$ cat config.mk
export PLATFORM = sky130hd
export DESIGN_NAME = updi_cs_poller
export DESIGN_NICKNAME = d
export VERILOG_FILES = /design/src/rtl/updi_cs_poller_pkg.sv /design/src/rtl/updi_cs_poller_delay.sv /design/src/rtl/updi_cs_poller.sv
export SDC_FILE = /design/constraint.sdc
export NUM_CORES = 1
export LEC_CHECK = 0
export BUFFER_PORTS_ARGS = -buffer_cell sky130_fd_sc_hd__buf_4
export CORE_MARGIN = 2
export CORE_UTILIZATION = 30
export CTS_CLUSTER_DIAMETER = 30
export DETAILED_ROUTE_END_ITERATION = 6
export HOLD_SLACK_MARGIN = 0.05
export SLEW_MARGIN = 20
export SYNTH_ARGS = -nofsm -noshare
export SYNTH_HDL_FRONTEND = slang
export SYNTH_SLANG_ARGS = --single-unit
$ cat constraint.sdc
create_clock -name clk -period 2.53 [get_ports clk]
set_clock_uncertainty 0.15 [all_clocks]
set_input_delay 0.253 -clock clk [delete_from_list [all_inputs] [get_ports clk]]
set_output_delay 0.253 -clock clk [all_outputs]
set_load 0.005 [all_outputs]
$ cat src/rtl/updi_cs_poller_pkg.sv
// Shared UPDI types: instruction opcodes, poller error codes, poller FSM states.
package updi_cs_poller_pkg;

  // Upper opcode nibble of the UPDI instruction set
  typedef enum logic [3:0] {
    UPDI_LDS    = 4'h0,
    UPDI_LD     = 4'h2,
    UPDI_STS    = 4'h4,
    UPDI_ST     = 4'h6,
    UPDI_LDCS   = 4'h8,
    UPDI_REPEAT = 4'ha,
    UPDI_STCS   = 4'hc,
    UPDI_KEY    = 4'he
  } updi_instruction;

  // Result code of a poll run
  typedef enum logic [1:0] {
    ERR_NONE     = 2'd0,
    ERR_MISMATCH = 2'd1,
    ERR_TIMEOUT  = 2'd2,
    ERR_ABORTED  = 2'd3
  } poll_err_t;

  typedef enum logic [2:0] {
    ST_IDLE,
    ST_ISSUE,
    ST_WAIT_RX,
    ST_POP,
    ST_CHECK,
    ST_GAP,
    ST_FINISH
  } poll_state_t;

  // True when every bit selected by m has the value required by e
  function automatic logic masked_match(input logic [7:0] s, input logic [7:0] m,
                                        input logic [7:0] e);
    return ((s ^ e) & m) == 8'h00;
  endfunction

endpackage

$ cat src/rtl/updi_cs_poller_delay.sv
// Retriggerable delay: after a start pulse, done is high in the N_CLKS-th cycle.
module updi_cs_poller_delay #(
  parameter int N_CLKS = 100
) (
  input  logic clk,
  input  logic rst,
  input  logic start,
  output logic done
);

  localparam int CW = (N_CLKS < 2) ? 1 : $clog2(N_CLKS + 1);

  logic [CW-1:0] cnt_q, cnt_d;
  logic          run_q, run_d;

  // Load on start, count down to zero, then stop
  always_comb begin
    cnt_d = cnt_q;
    run_d = run_q;
    if (start) begin
      run_d = 1'b1;
      cnt_d = CW'(N_CLKS - 1);
    end else if (run_q) begin
      if (cnt_q == '0) run_d = 1'b0;
      else             cnt_d = cnt_q - 1'b1;
    end
  end

  // Counter registers
  always_ff @(posedge clk or negedge rst) begin
    if (!rst) begin
      cnt_q <= '0;
      run_q <= 1'b0;
    end else begin
      cnt_q <= cnt_d;
      run_q <= run_d;
    end
  end

  assign done = run_q && (cnt_q == '0);

endmodule

$ cat src/rtl/updi_cs_poller.sv
// Repeatedly reads a UPDI control/status register with LDCS until the masked
// value matches, the attempt budget is used up, a response times out, or abort.
module updi_cs_poller
  import updi_cs_poller_pkg::*;
#(
  parameter int MAX_POLLS          = 16,
  parameter int POLL_INTERVAL_CLKS = 100,
  parameter int TIMEOUT_CLKS       = 4096
) (
  input  logic            clk,
  input  logic            rst,
  input  logic            start,
  input  logic            abort,
  input  logic [3:0]      cs_addr_in,
  input  logic [7:0]      mask,
  input  logic [7:0]      expect_val,
  output logic            busy,
  output logic            done,
  output logic            pass,
  output poll_err_t       err,
  output logic [7:0]      status_out,
  output logic [7:0]      poll_count,
  output logic            instr_converter_en,
  output updi_instruction instruction,
  output logic [3:0]      cs_addr,
  output logic            tx_start,
  output logic            rx_start,
  output logic [7:0]      rx_n_bytes,
  input  logic            tx_ready,
  input  logic            ack_error,
  input  logic [7:0]      fifo_data,
  output logic            fifo_rd_en,
  input  logic            fifo_empty
);

  localparam int TW = $clog2(TIMEOUT_CLKS + 1);
  localparam logic [TW-1:0] TMO_LAST = TW'(TIMEOUT_CLKS - 1);

  poll_state_t   state_q, state_d;
  logic [3:0]    addr_q, addr_d;
  logic [7:0]    mask_q, mask_d;
  logic [7:0]    exp_q, exp_d;
  logic          pass_q, pass_d;
  poll_err_t     err_q, err_d;
  logic [7:0]    status_q, status_d;
  logic [7:0]    count_q, count_d;
  logic [TW-1:0] tmo_q, tmo_d;
  logic          issue;
  logic          gap_start;
  logic          gap_done;

  updi_cs_poller_delay #(.N_CLKS(POLL_INTERVAL_CLKS)) u_gap (
    .clk   (clk),
    .rst   (rst),
    .start (gap_start),
    .done  (gap_done)
  );

  // Next-state, result updates and single-cycle interface strobes
  always_comb begin
    state_d    = state_q;
    addr_d     = addr_q;
    mask_d     = mask_q;
    exp_d      = exp_q;
    pass_d     = pass_q;
    err_d      = err_q;
    status_d   = status_q;
    count_d    = count_q;
    tmo_d      = tmo_q;
    issue      = 1'b0;
    gap_start  = 1'b0;
    fifo_rd_en = 1'b0;
    unique case (state_q)
      ST_IDLE: begin
        if (start) begin
          addr_d  = cs_addr_in;
          mask_d  = mask;
          exp_d   = expect_val;
          count_d = 8'd0;
          pass_d  = 1'b0;
          err_d   = ERR_NONE;
          state_d = ST_ISSUE;
        end
      end
      ST_ISSUE: begin
        if (abort) begin
          err_d   = ERR_ABORTED;
          state_d = ST_FINISH;
        end else if (tx_ready) begin
          issue   = 1'b1;
          count_d = count_q + 8'd1;
          tmo_d   = '0;
          state_d = ST_WAIT_RX;
        end
      end
      ST_WAIT_RX: begin
        if (abort) begin
          err_d   = ERR_ABORTED;
          state_d = ST_FINISH;
        end else if (!fifo_empty) begin
          fifo_rd_en = 1'b1;
          state_d    = ST_POP;
        end else if (ack_error || (tmo_q == TMO_LAST)) begin
          err_d   = ERR_TIMEOUT;
          state_d = ST_FINISH;
        end else begin
          tmo_d = tmo_q + 1'b1;
        end
      end
      ST_POP: begin
        // The byte was already popped, so keep it even if the run is aborted
        status_d = fifo_data;
        if (abort) begin
          err_d   = ERR_ABORTED;
          state_d = ST_FINISH;
        end else begin
          state_d = ST_CHECK;
        end
      end
      ST_CHECK: begin
        if (abort) begin
          err_d   = ERR_ABORTED;
          state_d = ST_FINISH;
        end else if (masked_match(status_q, mask_q, exp_q)) begin
          pass_d  = 1'b1;
          state_d = ST_FINISH;
        end else if (count_q == 8'(MAX_POLLS)) begin
          err_d   = ERR_MISMATCH;
          state_d = ST_FINISH;
        end else begin
          gap_start = 1'b1;
          state_d   = ST_GAP;
        end
      end
      ST_GAP: begin
        if (abort) begin
          err_d   = ERR_ABORTED;
          state_d = ST_FINISH;
        end else if (gap_done) begin
          state_d = ST_ISSUE;
        end
      end
      ST_FINISH: state_d = ST_IDLE;
      default:   state_d = ST_IDLE;
    endcase
  end

  // State and result registers
  always_ff @(posedge clk or negedge rst) begin
    if (!rst) begin
      state_q  <= ST_IDLE;
      addr_q   <= '0;
      mask_q   <= '0;
      exp_q    <= '0;
      pass_q   <= 1'b0;
      err_q    <= ERR_NONE;
      status_q <= '0;
      count_q  <= '0;
      tmo_q    <= '0;
    end else begin
      state_q  <= state_d;
      addr_q   <= addr_d;
      mask_q   <= mask_d;
      exp_q    <= exp_d;
      pass_q   <= pass_d;
      err_q    <= err_d;
      status_q <= status_d;
      count_q  <= count_d;
      tmo_q    <= tmo_d;
    end
  end

  assign busy               = (state_q != ST_IDLE);
  assign done               = (state_q == ST_FINISH);
  assign pass               = pass_q;
  assign err                = err_q;
  assign status_out         = status_q;
  assign poll_count         = count_q;
  assign instruction        = UPDI_LDCS;
  assign instr_converter_en = issue;
  assign tx_start           = issue;
  assign rx_start           = issue;
  assign cs_addr            = issue ? addr_q : 4'h0;
  assign rx_n_bytes         = issue ? 8'd1 : 8'd0;

endmodule

[Word-level counts from Yosys, hierarchy flattened]
Index checks and enable logic that the tools add are counted.
Widths: inputs -> output; s select.
Cells by class
  reduce and logical (&&, ||, !) cells: 19
  eq/ne operators: 25
  bitwise gates (word level): 2
  add/subtract/negate cells: 3
  muxes and demuxes: 54
Operators by type and width (number)
  $mux 13: 5
  $pmux 13 s2: 1
  $mux 2: 12
  $mux 3: 8
  $mux 8: 3
  $mux 7: 3
  $ne 2x2->1 const B: 9
  $ne 3x3->1 const B: 6
  $pmux 3 s6: 1
  $mux 1: 17
  $pmux 8 s2: 1
  $add 13x1->13 const B: 1
  $eq 13x12->1 const B: 1
  $reduce_and 4->1: 3
  $eq 3x3->1 const B: 3
  $add 8x1->8 const B: 1
  $and 8x8->8: 1
  $eq 8x5->1 const B: 1
  $logic_not 8->1: 1
  $pmux 2 s4: 1
  $reduce_bool 2->1: 4
  $xor 8x8->8: 1
  $logic_not 7->1: 1
  $reduce_and 7->1: 1
  other kinds (15): 17
Storage, ports and cells
  output and inout bits: 41
  register bits: 63
  bits of input ports: 35

[Longest topological paths before layout]
  depth after elaboration: 8
  gate-level depth with buffers: 7
  gate-level depth less buffers: 7

[Modules after synthesis]
Synthesis repeated with hierarchy kept, for this count alone.
Unflattened totals
  cell total of the unflattened synthesis: 320
  area total of the unflattened synthesis: 3344.5 µm²
Modules (own cells, without submodules)
  updi_cs_poller: seq. area each 1376.3 µm², area an instance 2900.3 µm², cells an instance 274, times used 1
  updi_cs_poller_delay: seq. area each 200.2 µm², area an instance 444.2 µm², cells an instance 46, times used 1

[Worst setup path after synthesis]
No wires, ideal clock.
  path type: flip-flop to flip-flop
  start: reg state_q[1]
  end: reg addr_q[3]
  data required time: 2.255 ns
  period minus slack after synthesis: 2.066 ns
  library setup time: 0.125 ns
  arrival time: 1.791 ns
  slack: 0.464 ns
  stages on the path, launching flop included: 6
  path through: dfrtp_1 nor3_1 and2_1 clkbuf_1 buf_2 mux2_2
On the way
  longest elaborated chain between the ends: 2
Ends and longest elaborated chain
  start, declared: RTL line updi_cs_poller.sv:39  | poll_state_t state_q, state_d;
  start signal, assigned: RTL line updi_cs_poller.sv:161  | state_q <= state_d;
  $logic_not 3->1: RTL line updi_cs_poller.sv:73  | unique case (state_q)
  $reduce_and 2->1 (no line)
  end signal, assigned: RTL line updi_cs_poller.sv:162  | addr_q <= addr_d;
  end, declared: RTL line updi_cs_poller.sv:40  | logic [3:0] addr_q, addr_d;
Every way passes these cells.
A chain may end at the register's enable or synchronous reset.

[Worst setup path in the final report]
  start: reg state_q[1]
  end: out cs_addr[0]
On the way
  longest elaborated chain between the ends: 3
Ends and longest elaborated chain
  $eq 3x1->1: RTL line updi_cs_poller.sv:73
  $mux 1: RTL line updi_cs_poller.sv:73
  $mux 4: RTL line updi_cs_poller.sv:183  | assign cs_addr = issue ? addr_q : 4'h0;
  end, declared: RTL line updi_cs_poller.sv:25  | output logic [3:0] cs_addr,
Every way passes these cells.

==> impl_metrics.yaml <==
power:
  power_frac_clock_pct: 20.9
  p_comb_share_pct: 39.2
  irDropWorstVdd_mv: 0.604
  leakagePower_uw: 0.00199
  p_switching_uw: 1470
  power_density_mw_per_mm2: 960
  swShare_pct: 34.7
  p_seq_share_pct: 39.9
  intPower_uw: 2770
setup_path:
  cp-end-kind: "output port"
  critPathRequiredTime_ns: 2.13
  cp_max_fo: 19
  worstSetupStartpointType: "flop"
  critPathArrivalTime_ns: 1.91
  worstSetupPathType: "flop to output port"
sta:
  rsz0062_at_grt: "no"
  fmax_mhz: 432
  min_period_over_period_pct: 91.5
  setup_viol: 0
  min_period_ns: 2.32
  fin_setup_tns_ns: 0
  slew_violations: 0
  worst-slew-pin-transition_ns: 0.796
  hold_violations: 0
  relSlewSlack_pct: 46.9
floorplan:
  initial_core_util_pct: 30.6
  design.core.area_mm2: 0.0108
  dieWidth_um: 109
  die_y_um: 109
  dieArea_mm2: 0.0119
  io_pins: 76
  rows: 38
detailed_routing:
  drt-total-wl_um: 7470
  ant_nets: 0
  post_drt_via_cell_ratio: 4.68
  wl_per_cell_um: 13.5
  drc: 0
  drt_iter0_drc: 71
  vias: 2592
  drt_first_pass_iters: 4
clocking:
  cts_tree: "yes"
  cts_buffer_depth: 2
  post_cts_buffers: 0
  cts_htree_levels: 3
  root_buffer: "clkbuf_8"
  clkSlewWorstSetupHoldPaths_ns: 0.07
  clock_sink_count: 63
  cts_made_buffers: 9
  clk_latency_ns: 0.34
global_route:
  grt_overflow_total: 0
  use_met3_pct: 4.18
  met2_usage_pct: 22.1
  busiest_layer: "met2"
  grt_pass1_vias: 2616
  track_usage_pct: 13.4
  antenna_found_initial: 0
  grt_max_degree: 64
  grt_pass1_wl_um: 12400
  use_met1_pct: 17.0
logic_synthesis:
  yosysTopAreaCellShare_pct: 47.7
  syn_area_per_cell_um2: 10.7
  synth_warnings: 0
  yosys.area.top_type: "dfrtp_1"
  synth_common_cells: "63 x dfrtp_1, 29 x mux2_2, 28 x nor2_1"
  synth_cells: 310
  synth_async_sr_flop_share_pct: 100
  ys_seq_area_share_pct: 47.7
  yosys_most_used_dff: "dfrtp_1"
  yosysMostFrequentCell: "dfrtp_1"
  synth_area_leaders: "dfrtp_1 48%, mux2_2 9.9%, xor2_1 4.5%"
  synth_cell_types: 52
  synth_area_mm2: 0.00330
  synth_seq_cells: 63
  synth_edf_count: 0
final_layout:
  syn_to_final_growth_pct: 33.7
  nets: 449
  utilization_pct: 40.9
  fillCellCount: 1013
  drive_gt1_share_pct: 29.5
  final_cells: 554
  diodes: 0
place:
  place_congestion: 0.833
  dp_hpwl_um: 5260
  io_buffers: 64
  dp.cells: 508
run_status:
  outcome: "finished clean"
flow_run:
  maxCapViolCount: 0
hold_path:
  hp-class: "input pin to flop"
[state kept, by name, indices dropped and copies added (netlist names)]
register / count
pass: 1
u_gap.cnt_q: 7
addr_q: 4
exp_q: 8
mask_q: 8
poll_count: 8
err: 2
tmo_q: 13
u_gap.run_q: 1
status_out: 8
state_q: 3
[what timing repair did]
item,CTS,global route
endpoints found under the setup margin,0,5
gates resized for setup,0,2
hold buffers,30,0
hold endpoints to repair,92,0
[metrics by stage]
stage          total power [µW]  area (µm²)  worst slack (ns)  hold slack [ns]
2_1_floorplan              2740        3340             0.464           -0.193
3_3_place_gp               3290        3900             0.423            0.259
3_5_place_dp               3330        3900             0.392            0.255
4_1_cts                    4280        4410            0.0528            0.130
5_1_grt                    4580        4410            0.0605            0.146
6_report                   4240        4410             0.215            0.148
[final cells by class]
cell class              count  area, µm²  share of cell area [%]
clock buffers              10        138                    3.12
clock inverters             6       67.6                    1.53
inverters                  11       41.3                   0.935
multi-input cells         222       1580                    35.7
flip-flops and latches     63       1580                    35.7
well taps                 140        175                    3.97
repair buffers            102        841                    19.0
[power groups by stage]
stage / logic [µW] / clock network, µW / registers [µW]
3_5_place_dp: 1630 / 0 / 1700
4_1_cts: 1680 / 919 / 1680
2_1_floorplan: 1110 / 0 / 1630
5_1_grt: 1870 / 969 / 1750
3_3_place_gp: 1600 / 0 / 1680
6_report: 1660 / 888 / 1690
[worst max-delay path, cell delays in order, from the launching register on]
cell     delay (ns)
dfrtp_1        0.58
nor2_4         0.24
nand3_1        0.12
inv_1          0.11
buf_4          0.25
and2_1         0.16
buf_4          0.10
[cell usage in the layout, fill, tap and decap left out, drive strengths merged, types with 4 or more instances in the layout]
master,instances
o21ai,8
nor4,4
or3,4
nand2b,5
a22oi,4
dlygate4sd3,30
or4,4
and2,9
nor2,28
nor3,4
nand2,16
xor2,17
conb,11
mux2,29
nand4,7
inv,13
ha,5
xnor2,10
dfrtp,63
a21oi,6
buf,72
nand3,10
clkbuf,10
[routing by layer]
metal,share of wire [%],vias up
met2,49,78
met5,0,-
li1,-,1275
met3,5.7,4
met1,45,1235
met4,0.60,0
[path summary, 6_finish.rpt]
path                       slack (ns)                     end  depth (start not counted)                  startpoint
max                              0.21              cs_addr[0]                          6      state_q[1]$_DFFE_PN0P_
min                              0.15  state_q[0]$_DFFE_PN0P_                          3                  fifo_empty
max reg2reg                      0.43  state_q[1]$_DFFE_PN0P_                          4  u_gap.cnt_q[3]$_DFFE_PN0P_
min reg2reg                      0.35   addr_q[2]$_DFFE_PN0P_                          1       addr_q[2]$_DFFE_PN0P_
max in group asynchronous        1.31    tmo_q[0]$_DFFE_PN0P_                          2                         rst
min in group asynchronous        0.38    tmo_q[7]$_DFFE_PN0P_                          2                         rst
[cell families (layout without fill, tap and decap cells)]
logic type      Yosys count  count (layout)  synth area share, %
buf+inv                  34             129                 5.80
xor+xnor                 27              27                 7.16
mux                      30              30                 10.2
simple gates            108             108                 18.0
other cells               2              11                0.227
compound gates           41              41                 8.98
fa+ha+maj                 5               5                 1.89
flops                    63              63                 47.7
Note: power is estimated with default switching activity, not from simulation.
